==> src/rtl/sha256_job_ctrl_if.sv <==
// sha256_job_ctrl_if: host, stage and output-SRAM signals of the SHA256 job controller
interface sha256_job_ctrl_if #(
  parameter int MAX_MESSAGE_LENGTH = 55,
  parameter int OUTPUT_LENGTH = 8,
  parameter int CNT_WIDTH = 16
);
  localparam int LW = $clog2(MAX_MESSAGE_LENGTH);
  localparam int AW = $clog2(OUTPUT_LENGTH);
  logic start, err_clr, busy, done, error;
  logic [LW-1:0] msg_len_in, msg_len_out;
  logic [1:0] err_code;
  logic [CNT_WIDTH-1:0] job_count;
  logic pad_go, pad_rdy, w_go, w_rdy, h_go, h_finish;
  logic h_op_en;
  logic [AW-1:0] h_op_addr;
  logic [31:0] h_op_wdata;
  logic rd_req, rd_grant;
  logic [AW-1:0] rd_addr;
  logic op_mem_en, op_mem_write;
  logic [AW-1:0] op_mem_addr;
  logic [31:0] op_mem_wdata;
  modport master (
    output start, msg_len_in, err_clr, pad_rdy, w_rdy, h_finish, h_op_en, h_op_addr, h_op_wdata, rd_req, rd_addr,
    input busy, done, error, err_code, job_count, msg_len_out, pad_go, w_go, h_go, rd_grant,
    input op_mem_en, op_mem_write, op_mem_addr, op_mem_wdata
  );
  modport slave (
    input start, msg_len_in, err_clr, pad_rdy, w_rdy, h_finish, h_op_en, h_op_addr, h_op_wdata, rd_req, rd_addr,
    output busy, done, error, err_code, job_count, msg_len_out, pad_go, w_go, h_go, rd_grant,
    output op_mem_en, op_mem_write, op_mem_addr, op_mem_wdata
  );
endinterface

==> src/rtl/sha256_job_ctrl.sv <==
// sha256_job_ctrl: sequences one SHA256 block job through pad, W-expansion and compression with a per-stage watchdog
module sha256_job_ctrl #(
  parameter int MAX_MESSAGE_LENGTH = 55,
  parameter int OUTPUT_LENGTH = 8,
  parameter int TIMEOUT_CYCLES = 4096,
  parameter int CNT_WIDTH = 16
) (
  input logic clock,
  input logic reset,
  sha256_job_ctrl_if.slave bus
);
  localparam int LW = $clog2(MAX_MESSAGE_LENGTH);
  localparam int AW = $clog2(OUTPUT_LENGTH);
  localparam int TW = $clog2(TIMEOUT_CYCLES);
  typedef enum logic [2:0] {IDLE, PAD, WEXP, HCOMP, DONE, ERR} state_t;
  state_t state_q, state_d;
  logic [TW-1:0] wd_q, wd_d;
  logic [1:0] err_code_q, err_code_d;
  logic [CNT_WIDTH-1:0] job_count_q, job_count_d;
  logic [LW-1:0] msg_len_q, msg_len_d;
  logic pad_go_q, w_go_q, h_go_q;
  logic len_ok, staged, awaited, h_own;
  always_ff @(posedge clock) begin
    if (!reset) begin
      state_q <= IDLE;
      wd_q <= '0;
      err_code_q <= '0;
      job_count_q <= '0;
      msg_len_q <= '0;
      pad_go_q <= 1'b0;
      w_go_q <= 1'b0;
      h_go_q <= 1'b0;
    end else begin
      state_q <= state_d;
      wd_q <= wd_d;
      err_code_q <= err_code_d;
      job_count_q <= job_count_d;
      msg_len_q <= msg_len_d;
      pad_go_q <= state_d == PAD && state_q != PAD;
      w_go_q <= state_d == WEXP && state_q != WEXP;
      h_go_q <= state_d == HCOMP && state_q != HCOMP;
    end
  end
  always_comb begin
    len_ok = bus.msg_len_in != '0 && 32'(bus.msg_len_in) <= MAX_MESSAGE_LENGTH;
    staged = state_q inside {PAD, WEXP, HCOMP};
    awaited = state_q == PAD ? bus.pad_rdy : state_q == WEXP ? bus.w_rdy : state_q == HCOMP && bus.h_finish;
    state_d = state_q;
    err_code_d = err_code_q;
    msg_len_d = msg_len_q;
    case (state_q)
      IDLE: if (bus.start) begin
        state_d = len_ok ? PAD : ERR;
        msg_len_d = len_ok ? bus.msg_len_in : msg_len_q;
        err_code_d = len_ok ? 2'd0 : 2'd1;
      end
      PAD, WEXP, HCOMP: if (awaited) begin
        state_d = state_q == PAD ? WEXP : state_q == WEXP ? HCOMP : DONE;
      end else if (wd_q == TW'(TIMEOUT_CYCLES - 1)) begin
        state_d = ERR;
        err_code_d = 2'd2;
      end
      DONE: state_d = IDLE;
      ERR: if (bus.err_clr) begin
        state_d = IDLE;
        err_code_d = 2'd0;
      end
      default: state_d = IDLE;
    endcase
    // watchdog restarts from zero on every state entry
    wd_d = (staged && state_d == state_q) ? wd_q + TW'(1) : '0;
    job_count_d = job_count_q + CNT_WIDTH'(state_d == DONE && state_q != DONE);
  end
  assign h_own = state_q == HCOMP;
  assign bus.busy = state_q inside {PAD, WEXP, HCOMP, DONE};
  assign bus.done = state_q == DONE;
  assign bus.error = state_q == ERR;
  assign bus.err_code = err_code_q;
  assign bus.job_count = job_count_q;
  assign bus.msg_len_out = msg_len_q;
  assign bus.pad_go = pad_go_q;
  assign bus.w_go = w_go_q;
  assign bus.h_go = h_go_q;
  // compression owns the SRAM port during HCOMP; host reads are dropped, not queued
  assign bus.op_mem_en = h_own ? bus.h_op_en : bus.rd_req;
  assign bus.op_mem_write = h_own;
  assign bus.op_mem_addr = AW'(h_own ? bus.h_op_addr : bus.rd_addr);
  assign bus.op_mem_wdata = h_own ? bus.h_op_wdata : '0;
  assign bus.rd_grant = !h_own && bus.rd_req;
endmodule
==> src/flat_wrapper.sv <==
// flat-port wrapper written by rule: the top's interface ports become plain ports
module sha256_job_ctrl_flat 
#(
  parameter int MAX_MESSAGE_LENGTH = 55,
  parameter int OUTPUT_LENGTH = 8,
  parameter int TIMEOUT_CYCLES = 4096,
  parameter int CNT_WIDTH = 16
)
  (clock, reset, bus_start, bus_msg_len_in, bus_err_clr, bus_pad_rdy, bus_w_rdy, bus_h_finish, bus_h_op_en, bus_h_op_addr, bus_h_op_wdata, bus_rd_req, bus_rd_addr, bus_busy, bus_done, bus_error, bus_err_code, bus_job_count, bus_msg_len_out, bus_pad_go, bus_w_go, bus_h_go, bus_rd_grant, bus_op_mem_en, bus_op_mem_write, bus_op_mem_addr, bus_op_mem_wdata);
  sha256_job_ctrl_if #(.MAX_MESSAGE_LENGTH(MAX_MESSAGE_LENGTH), .OUTPUT_LENGTH(OUTPUT_LENGTH), .CNT_WIDTH(CNT_WIDTH)) bus_i ();
  input logic clock;
  input logic reset;
  input wire logic [$bits(bus_i.start)-1:0] bus_start;
  input wire logic [$bits(bus_i.msg_len_in)-1:0] bus_msg_len_in;
  input wire logic [$bits(bus_i.err_clr)-1:0] bus_err_clr;
  input wire logic [$bits(bus_i.pad_rdy)-1:0] bus_pad_rdy;
  input wire logic [$bits(bus_i.w_rdy)-1:0] bus_w_rdy;
  input wire logic [$bits(bus_i.h_finish)-1:0] bus_h_finish;
  input wire logic [$bits(bus_i.h_op_en)-1:0] bus_h_op_en;
  input wire logic [$bits(bus_i.h_op_addr)-1:0] bus_h_op_addr;
  input wire logic [$bits(bus_i.h_op_wdata)-1:0] bus_h_op_wdata;
  input wire logic [$bits(bus_i.rd_req)-1:0] bus_rd_req;
  input wire logic [$bits(bus_i.rd_addr)-1:0] bus_rd_addr;
  output wire logic [$bits(bus_i.busy)-1:0] bus_busy;
  output wire logic [$bits(bus_i.done)-1:0] bus_done;
  output wire logic [$bits(bus_i.error)-1:0] bus_error;
  output wire logic [$bits(bus_i.err_code)-1:0] bus_err_code;
  output wire logic [$bits(bus_i.job_count)-1:0] bus_job_count;
  output wire logic [$bits(bus_i.msg_len_out)-1:0] bus_msg_len_out;
  output wire logic [$bits(bus_i.pad_go)-1:0] bus_pad_go;
  output wire logic [$bits(bus_i.w_go)-1:0] bus_w_go;
  output wire logic [$bits(bus_i.h_go)-1:0] bus_h_go;
  output wire logic [$bits(bus_i.rd_grant)-1:0] bus_rd_grant;
  output wire logic [$bits(bus_i.op_mem_en)-1:0] bus_op_mem_en;
  output wire logic [$bits(bus_i.op_mem_write)-1:0] bus_op_mem_write;
  output wire logic [$bits(bus_i.op_mem_addr)-1:0] bus_op_mem_addr;
  output wire logic [$bits(bus_i.op_mem_wdata)-1:0] bus_op_mem_wdata;
  assign bus_i.start = bus_start;
  assign bus_i.msg_len_in = bus_msg_len_in;
  assign bus_i.err_clr = bus_err_clr;
  assign bus_i.pad_rdy = bus_pad_rdy;
  assign bus_i.w_rdy = bus_w_rdy;
  assign bus_i.h_finish = bus_h_finish;
  assign bus_i.h_op_en = bus_h_op_en;
  assign bus_i.h_op_addr = bus_h_op_addr;
  assign bus_i.h_op_wdata = bus_h_op_wdata;
  assign bus_i.rd_req = bus_rd_req;
  assign bus_i.rd_addr = bus_rd_addr;
  assign bus_busy = bus_i.busy;
  assign bus_done = bus_i.done;
  assign bus_error = bus_i.error;
  assign bus_err_code = bus_i.err_code;
  assign bus_job_count = bus_i.job_count;
  assign bus_msg_len_out = bus_i.msg_len_out;
  assign bus_pad_go = bus_i.pad_go;
  assign bus_w_go = bus_i.w_go;
  assign bus_h_go = bus_i.h_go;
  assign bus_rd_grant = bus_i.rd_grant;
  assign bus_op_mem_en = bus_i.op_mem_en;
  assign bus_op_mem_write = bus_i.op_mem_write;
  assign bus_op_mem_addr = bus_i.op_mem_addr;
  assign bus_op_mem_wdata = bus_i.op_mem_wdata;
  sha256_job_ctrl #(.MAX_MESSAGE_LENGTH(MAX_MESSAGE_LENGTH), .OUTPUT_LENGTH(OUTPUT_LENGTH), .TIMEOUT_CYCLES(TIMEOUT_CYCLES), .CNT_WIDTH(CNT_WIDTH)) u_core (.clock(clock), .reset(reset), .bus(bus_i));
endmodule
==> config.mk <==
export PLATFORM = sky130hd
export DESIGN_NAME = sha256_job_ctrl_flat
export DESIGN_NICKNAME = d
export VERILOG_FILES = /design/src/rtl/sha256_job_ctrl_if.sv /design/src/rtl/sha256_job_ctrl.sv /design/src/flat_wrapper.sv
export SDC_FILE = /design/constraint.sdc
export NUM_CORES = 1
export LEC_CHECK = 0
export BUFFER_PORTS_ARGS = -buffer_cell sky130_fd_sc_hd__buf_2
export CAP_MARGIN = 20
export CORE_ASPECT_RATIO = 1.25
export CORE_MARGIN = 3
export CORE_UTILIZATION = 45
export CTS_CLUSTER_DIAMETER = 150
export DETAILED_ROUTE_END_ITERATION = 16
export GPL_TIMING_DRIVEN = 0
export PLACE_DENSITY = 0.8
export SLEW_MARGIN = 25
export SYNTH_ARGS = -nofsm -noshare
export SYNTH_HDL_FRONTEND = slang
export SYNTH_SLANG_ARGS = --single-unit
==> constraint.sdc <==
create_clock -name clock -period 2.9 [get_ports clock]
set_input_delay 0.145 -clock clock [delete_from_list [all_inputs] [get_ports clock]]
set_output_delay 0.145 -clock clock [all_outputs]
set_load 0.005 [all_outputs]
* Word-level counts from Yosys, hierarchy flattened
Cells that the tools add are included.
Widths: inputs -> output; s select.
** Storage, ports and cells
- Flip-flop bits (word level) :: 42
- Output and inout bits :: 68
- Logic and storage cells :: 67
** Cells by class
- Add/sub/neg operators :: 2
- Magnitude comparators :: 1
- Equal/unequal tests :: 19
- Mux-type cells :: 19
- Reduce and logical (&&, ||, !) cells :: 18
** Operator list (number)
- $mux 32 :: 1
- $mux 3 :: 8
- $add 16x1->16 :: 1
- $add 12x1->12 const B :: 1
- $eq 12x12->1 const B :: 1
- $eq 3x2->1 const B :: 4
- $eq 3x3->1 const B :: 3
- $pmux 3 s3 :: 1
- $logic_and 1x1->1 :: 8
- $mux 2 :: 4
- $eq 3x1->1 const B :: 2
- $le 6x6->1 const B :: 1
- $ne 2x2->1 const B :: 3
- $ne 3x2->1 const B :: 2
- $pmux 2 s3 :: 1
- $reduce_bool 3->1 :: 2
- $reduce_bool 6->1 :: 1
- $reduce_and 5->1 :: 1
- $mux 1 :: 4
- $reduce_bool 4->1 :: 1
- $eq 3x3->1 :: 1
- $logic_not 3->1 :: 1
- $ne 3x1->1 const B :: 1
- $ne 3x3->1 const B :: 1
- other kinds (5) :: 5

* Logic depth before layout (Yosys ltp)
- Depth in word-level cells :: 9
- Depth in mapped cells :: 12

* Worst setup path after synthesis
OpenSTA, ideal clock, no wires.
- Path kind :: register -> register
- From :: register u_core.state_q[1]
- To :: register u_core.job_count_q[13], in the netlist u_core.bus.job_count[13]
- Arrival :: 2281 ps
- Data required time :: 2785 ps
- Setup slack :: 504 ps
- Cell stages (with the launch flop) :: 12
- Buffers on the path :: 3
- Clock period less this slack :: 2396 ps
- Path through :: dfxtp_1 buf_2 nor2b_1 buf_2 clkbuf_1 and3_1 ha_1 and3_1 nor4b_1 nand3_1 xnor2_1 and2_1
** Between the ends
- Longest elaborated chain between the ends :: 9
- Elaborated cells between the ends (all ways) :: 20
- Classes of those cells :: 1 x add/sub; 6 x eq/ne; 9 x mux; 4 x reduce/logical
** Ends and longest elaborated chain
- from (decl) :: line sha256_job_ctrl.sv:16 : state_t state_q, state_d;
- from (signal assigned) :: line sha256_job_ctrl.sv:34 : state_q <= state_d;
- $eq 3x2->1 :: line sha256_job_ctrl.sv:47, sha256_job_ctrl.sv:51
- $logic_and 1x1->1 :: line sha256_job_ctrl.sv:47 : awaited = state_q == PAD ? bus.pad_rdy : state_q == WEXP ? bus.w_rdy : state_q == HCOMP && bus.h_finish;
- $mux 1 (2 in a row) :: line sha256_job_ctrl.sv:47
- $mux 3 :: line sha256_job_ctrl.sv:57 : PAD, WEXP, HCOMP: if (awaited) begin
- $pmux 3 s3 :: line sha256_job_ctrl.sv:51 : case (state_q)
- $eq 3x3->1 :: line sha256_job_ctrl.sv:72 : job_count_d = job_count_q + CNT_WIDTH'(state_d == DONE && state_q != DONE);
- $logic_and 1x1->1 * :: line sha256_job_ctrl.sv:72
- $add 16x1->16 * :: line sha256_job_ctrl.sv:72
- to (signal assigned) :: line sha256_job_ctrl.sv:37 : job_count_q <= job_count_d;
- to (decl) :: line sha256_job_ctrl.sv:19 : logic [CNT_WIDTH-1:0] job_count_q, job_count_d;
Every way passes the cells marked *; elsewhere a longest branch is shown, timed or not.
A chain may end at the register's enable or synchronous reset.

* Final worst setup path
- From :: register u_core.state_q[1]
- To :: register u_core.job_count_q[12], in the netlist u_core.bus.job_count[12]
Same word-level chain as after synthesis.

==> out/summary.md <==
The number of buffers added by the clock tree synthesis step was 5; the pin count of the biggest net entering global routing was 14. For the final database, setup skew stands at 0.00585 ns. The die is 85.8 um tall. The total count of hold-check failures in the final report is 0, and the count of state elements after synthesis is 42. The worst-case IR drop observed on VDD is 0.350 mV.

Averaged over all synthesized cells, the footprint is 8.65 um^2. The number of global-route vias before repair came out at 2190. In the routed layout, each cell is associated on average with a via count of 5.03. The share of total power consumed by net switching is 0.241. Once layout is complete, the cells apart from fillers number 451. Counting every sink on the clock net gives 42.

The tools report the number of pins exceeding their max-slew limit in the final report as 0. The clock slew at the register clock pins of the worst setup and hold paths was 0.08 ns; the layout cell share with drive strength beyond 1 was 0.371. Data arrives at the worst endpoint at 2.64 ns. The tools report the placed cell count as 445. The share of synthesized flip-flops with an asynchronous set or reset works out to 0. Detailed placement finished with a half-perimeter wire length of 4.59 mm.

The final critical-path required period came out at 2.45 ns. STA classifies the critical path startpoint as a register. Counting every net in the synthesized netlist gives 321.

Summing all placed instances gives a cell area of 2970 um^2. For the post-route standard cell area excluding fillers, the log shows 3080 um^2. Clock latency on the worst-skew pair, taken at its later pin, is 0.29 ns.

The proportion of power drawn by the clock network was 0.369. The tools report the worst slew margin relative to its limit as 0.626. The run gives 265 as the post-synthesis instance total. The maximum cell stage delay along the critical path works out to 0.31 ns.

The floorplan step defined a die boundary enclosing 5990 um^2. For the sequential cell area fraction in the yosys report, the log shows 0.367. For this run, the post-layout net count is 446.

0 antenna diodes ended up in the layout. For this run, the top clock speed supported by timing is 409 MHz. Netlist area before placement: 2290 um^2.

The clock root buffer was sky130_fd_sc_hd__clkbuf_8. The endpoint kind of the worst setup timing path was a register. The run gives 0.834 as the routability-driven placement congestion ratio. For this run, the detailed router's first-pass iteration total came to 4.

Of all nets on the critical path, the largest fanout is 19. For the final routed database, the setup TNS stands at 0 ns. Across all hold checks on the routed design, the worst slack comes to 0.117 ns. The tools report the effective utilization at floorplan as 0.474. The tools report the area of the multi-input gates as 1360 um^2. The filler cells instantiated in the layout total 432.

The classification of the worst-slack hold path was input port to register. After floorplanning, the core was sized to cover 4830 um^2. The analysis attributes to cell leakage a power of 1.59 nW. In the layout the commonest cells are 123 x sky130_fd_sc_hd__buf_2, 42 x sky130_fd_sc_hd__dfxtp_1, 35 x sky130_fd_sc_hd__and3_1. For this block, the via count after detailed routing is 2270. The transition time at the pin with the least slew margin was 0.556 ns.

The synthesis-to-finish area growth came out at 34.2%. The most used flip-flop cell after synthesis is sky130_fd_sc_hd__dfxtp_1. During I/O placement, the number of pins put on the boundary was 121. The quantity of hold-fixing buffers added after cts came out at 0. The tools report the DRC marker count from the first detailed-route iteration as 65.

Leaving out fill and tap cells, the most frequent cell in the layout is sky130_fd_sc_hd__buf_2. From left edge to right edge, the die measures 69.9 um. The flow ran to the end, and the final reports show no timing, DRC or antenna violations. At the worst endpoint, the required time is 3.09 ns. Input and output buffers added on the ports amount to 120. The combined global-route utilization of all metal layers was 0.189. The slowest stage cell on the critical path is sky130_fd_sc_hd__dfxtp_1. The run gives 0 as the number of antenna violations at the first check in global routing.

For the combinational share of power, the log shows 0.146. After detailed routing, the average wire length per cell comes to 12.8 um. The longest clock path from root to sink contains 2 buffers.

Registers take 841 um^2. The number of levels the H-tree was split into was 2. Setup repair after global routing left no endpoint under its margin. The share of the cycle needed by the critical path after routing works out to 0.844. In the routed design, unresolved DRC markers number 0.

The run gives 0.931 mW as the internal power. The tools report the sequential fraction of design power as 0.485. The tools report the row count as 28.

The run gives 0 as the setup-violating endpoint count in the final report. TritonCTS built the clock tree. The count of nets left with antenna violations once routing finished came out at 0. The logs give 0 for the count of warnings emitted by yosys and 46 for the number of distinct library cell variants in the gate-level netlist after synthesis. Dividing total power by cell area gives a power density of 398 nW/um^2. The remaining global-route overflow is 0, and the number of synthesized flops with an enable pin is 0.

Traced cell by cell, the critical path runs through buf_2 -> nor2b_1 -> buf_2 -> and3_1 -> ha_1 -> ha_1 -> nand4_1 -> nor3_1 -> nand2_1 -> xnor2_1 -> and2_1. The category of the most critical setup path was register to register. The sum of routed wire length over all layers is 5.79 mm, and the first-pass GRT wire length is 9.52 mm. Summed over all nets, the switching power comes to 0.295 mW. The tool flagged a number of max-cap violations equal to 0.
-- Yosys cell counts (2+ instances only) --
cell                       number  area (um^2)
sky130_fd_sc_hd__nand3b_1       2         15.0
sky130_fd_sc_hd__nand2_1       14         52.6
sky130_fd_sc_hd__inv_1          6         22.5
sky130_fd_sc_hd__and2_1        17          106
sky130_fd_sc_hd__mux2i_1        8         80.1
sky130_fd_sc_hd__buf_2          3         15.0
sky130_fd_sc_hd__nor3_1         3         15.0
sky130_fd_sc_hd__or3b_1         2         17.5
sky130_fd_sc_hd__o21ai_0        5         25.0
sky130_fd_sc_hd__xnor2_1       15          131
sky130_fd_sc_hd__o21a_1         3         22.5
sky130_fd_sc_hd__a21o_1         3         22.5
sky130_fd_sc_hd__nand3_1       12         60.1
sky130_fd_sc_hd__and3_1        35          219
sky130_fd_sc_hd__ha_1           3         37.5
sky130_fd_sc_hd__mux2_2         3         33.8
sky130_fd_sc_hd__nor2_1        21         78.8
sky130_fd_sc_hd__clkbuf_1      12         45.0
sky130_fd_sc_hd__nand4_1        6         37.5
sky130_fd_sc_hd__nor2b_1       11         68.8
sky130_fd_sc_hd__dfxtp_1       42          841
sky130_fd_sc_hd__a21oi_1        5         25.0
sky130_fd_sc_hd__nor3b_1        3         22.5
sky130_fd_sc_hd__xor2_1         9         78.8
-- cell families (layout without fill, tap and decap cells) --
| family | count (synthesis) | after routing | share of synthesized area |
|---|---|---|---|
| AOI/OAI and AO/OA | 22 | 22 | 0.0660 |
| xor gates and xnor gates | 24 | 24 | 0.0917 |
| adders and majority gates | 3 | 3 | 0.0164 |
| buffers and inverters | 23 | 149 | 0.0442 |
| DFF | 42 | 42 | 0.367 |
| muxes | 11 | 11 | 0.0496 |
| and+or+nand+nor | 140 | 140 | 0.366 |
-- routing by layer --
metal,share of wire,GRT usage
met1,0.41,0.215
met3,0.073,0.0504
met2,0.50,0.335
met5,0,0
met4,0.014,0.0714
-- per-stage QoR --
| step | setup slack (ns) | power, mW | utilization |
|---|---|---|---|
| 2_1_floorplan | 0.504 | 0.711 | - |
| 3_3_place_gp | 0.111 | 0.783 | 0.614 |
| 5_1_grt | 0.143 | 1.29 | 0.637 |
| 4_1_cts | 0.0349 | 1.24 | 0.637 |
| 3_5_place_dp | 0.0607 | 0.788 | 0.614 |
| 6_report | 0.452 | 1.23 | 0.637 |
-- power groups by stage --
| stage | Combinational (mW) | Clock, mW | Sequential, mW |
|---|---|---|---|
| global route | 0.200 | 0.490 | 0.596 |
| floorplan | 0.102 | 0 | 0.609 |
| finish | 0.179 | 0.453 | 0.594 |
| global placement | 0.175 | 0 | 0.608 |
| detailed placement | 0.180 | 0 | 0.608 |
| CTS | 0.181 | 0.467 | 0.595 |
-- sequential cells by signal (all words and copies together) (netlist names) --
register / count
u_core.bus.err_code: 2
u_core.state_q: 3
u_core.bus.job_count: 16
u_core.bus.pad_go: 1
u_core.bus.msg_len_out: 6
u_core.bus.w_go: 1
u_core.wd_q: 12
u_core.bus.h_go: 1
-- cell type report --
type / count / share of cell area
multi-input cells: 200 / 0.441
flip-flops and latches: 42 / 0.273
repair buffers: 120 / 0.195
well taps: 60 / 0.0244
clock buffers: 6 / 0.0236
plain buffers: 15 / 0.0232
clock inverters: 2 / 0.0122
inverters: 6 / 0.00732
-- final timing paths --
path	cells after the start	to	slack [ns]	start
min	3	u_core.bus.msg_len_out[1]	0.12	bus_msg_len_in[1]
max	11	u_core.bus.job_count[12]	0.45	u_core.state_q[1]
max reg2reg	11	u_core.bus.job_count[12]	0.45	u_core.state_q[1]
min reg2reg	1	u_core.wd_q[0]	0.47	u_core.wd_q[0]
-- repair_timing --
action,CTS,global route
setup endpoints to repair,0,6
setup buffers,0,0
resized for setup,0,1
-- critical path, delay by kind of cell (launching register included) --
| family | cells | cell delay, ns |
|---|---|---|
| xor+xnor | 1 | 0.12 |
| buf+inv | 2 | 0.46 |
| flops | 1 | 0.31 |
| fa+ha+maj | 2 | 0.39 |
| simple gates | 6 | 1.06 |
No activity file was read; power rests on OpenSTA's default activity.
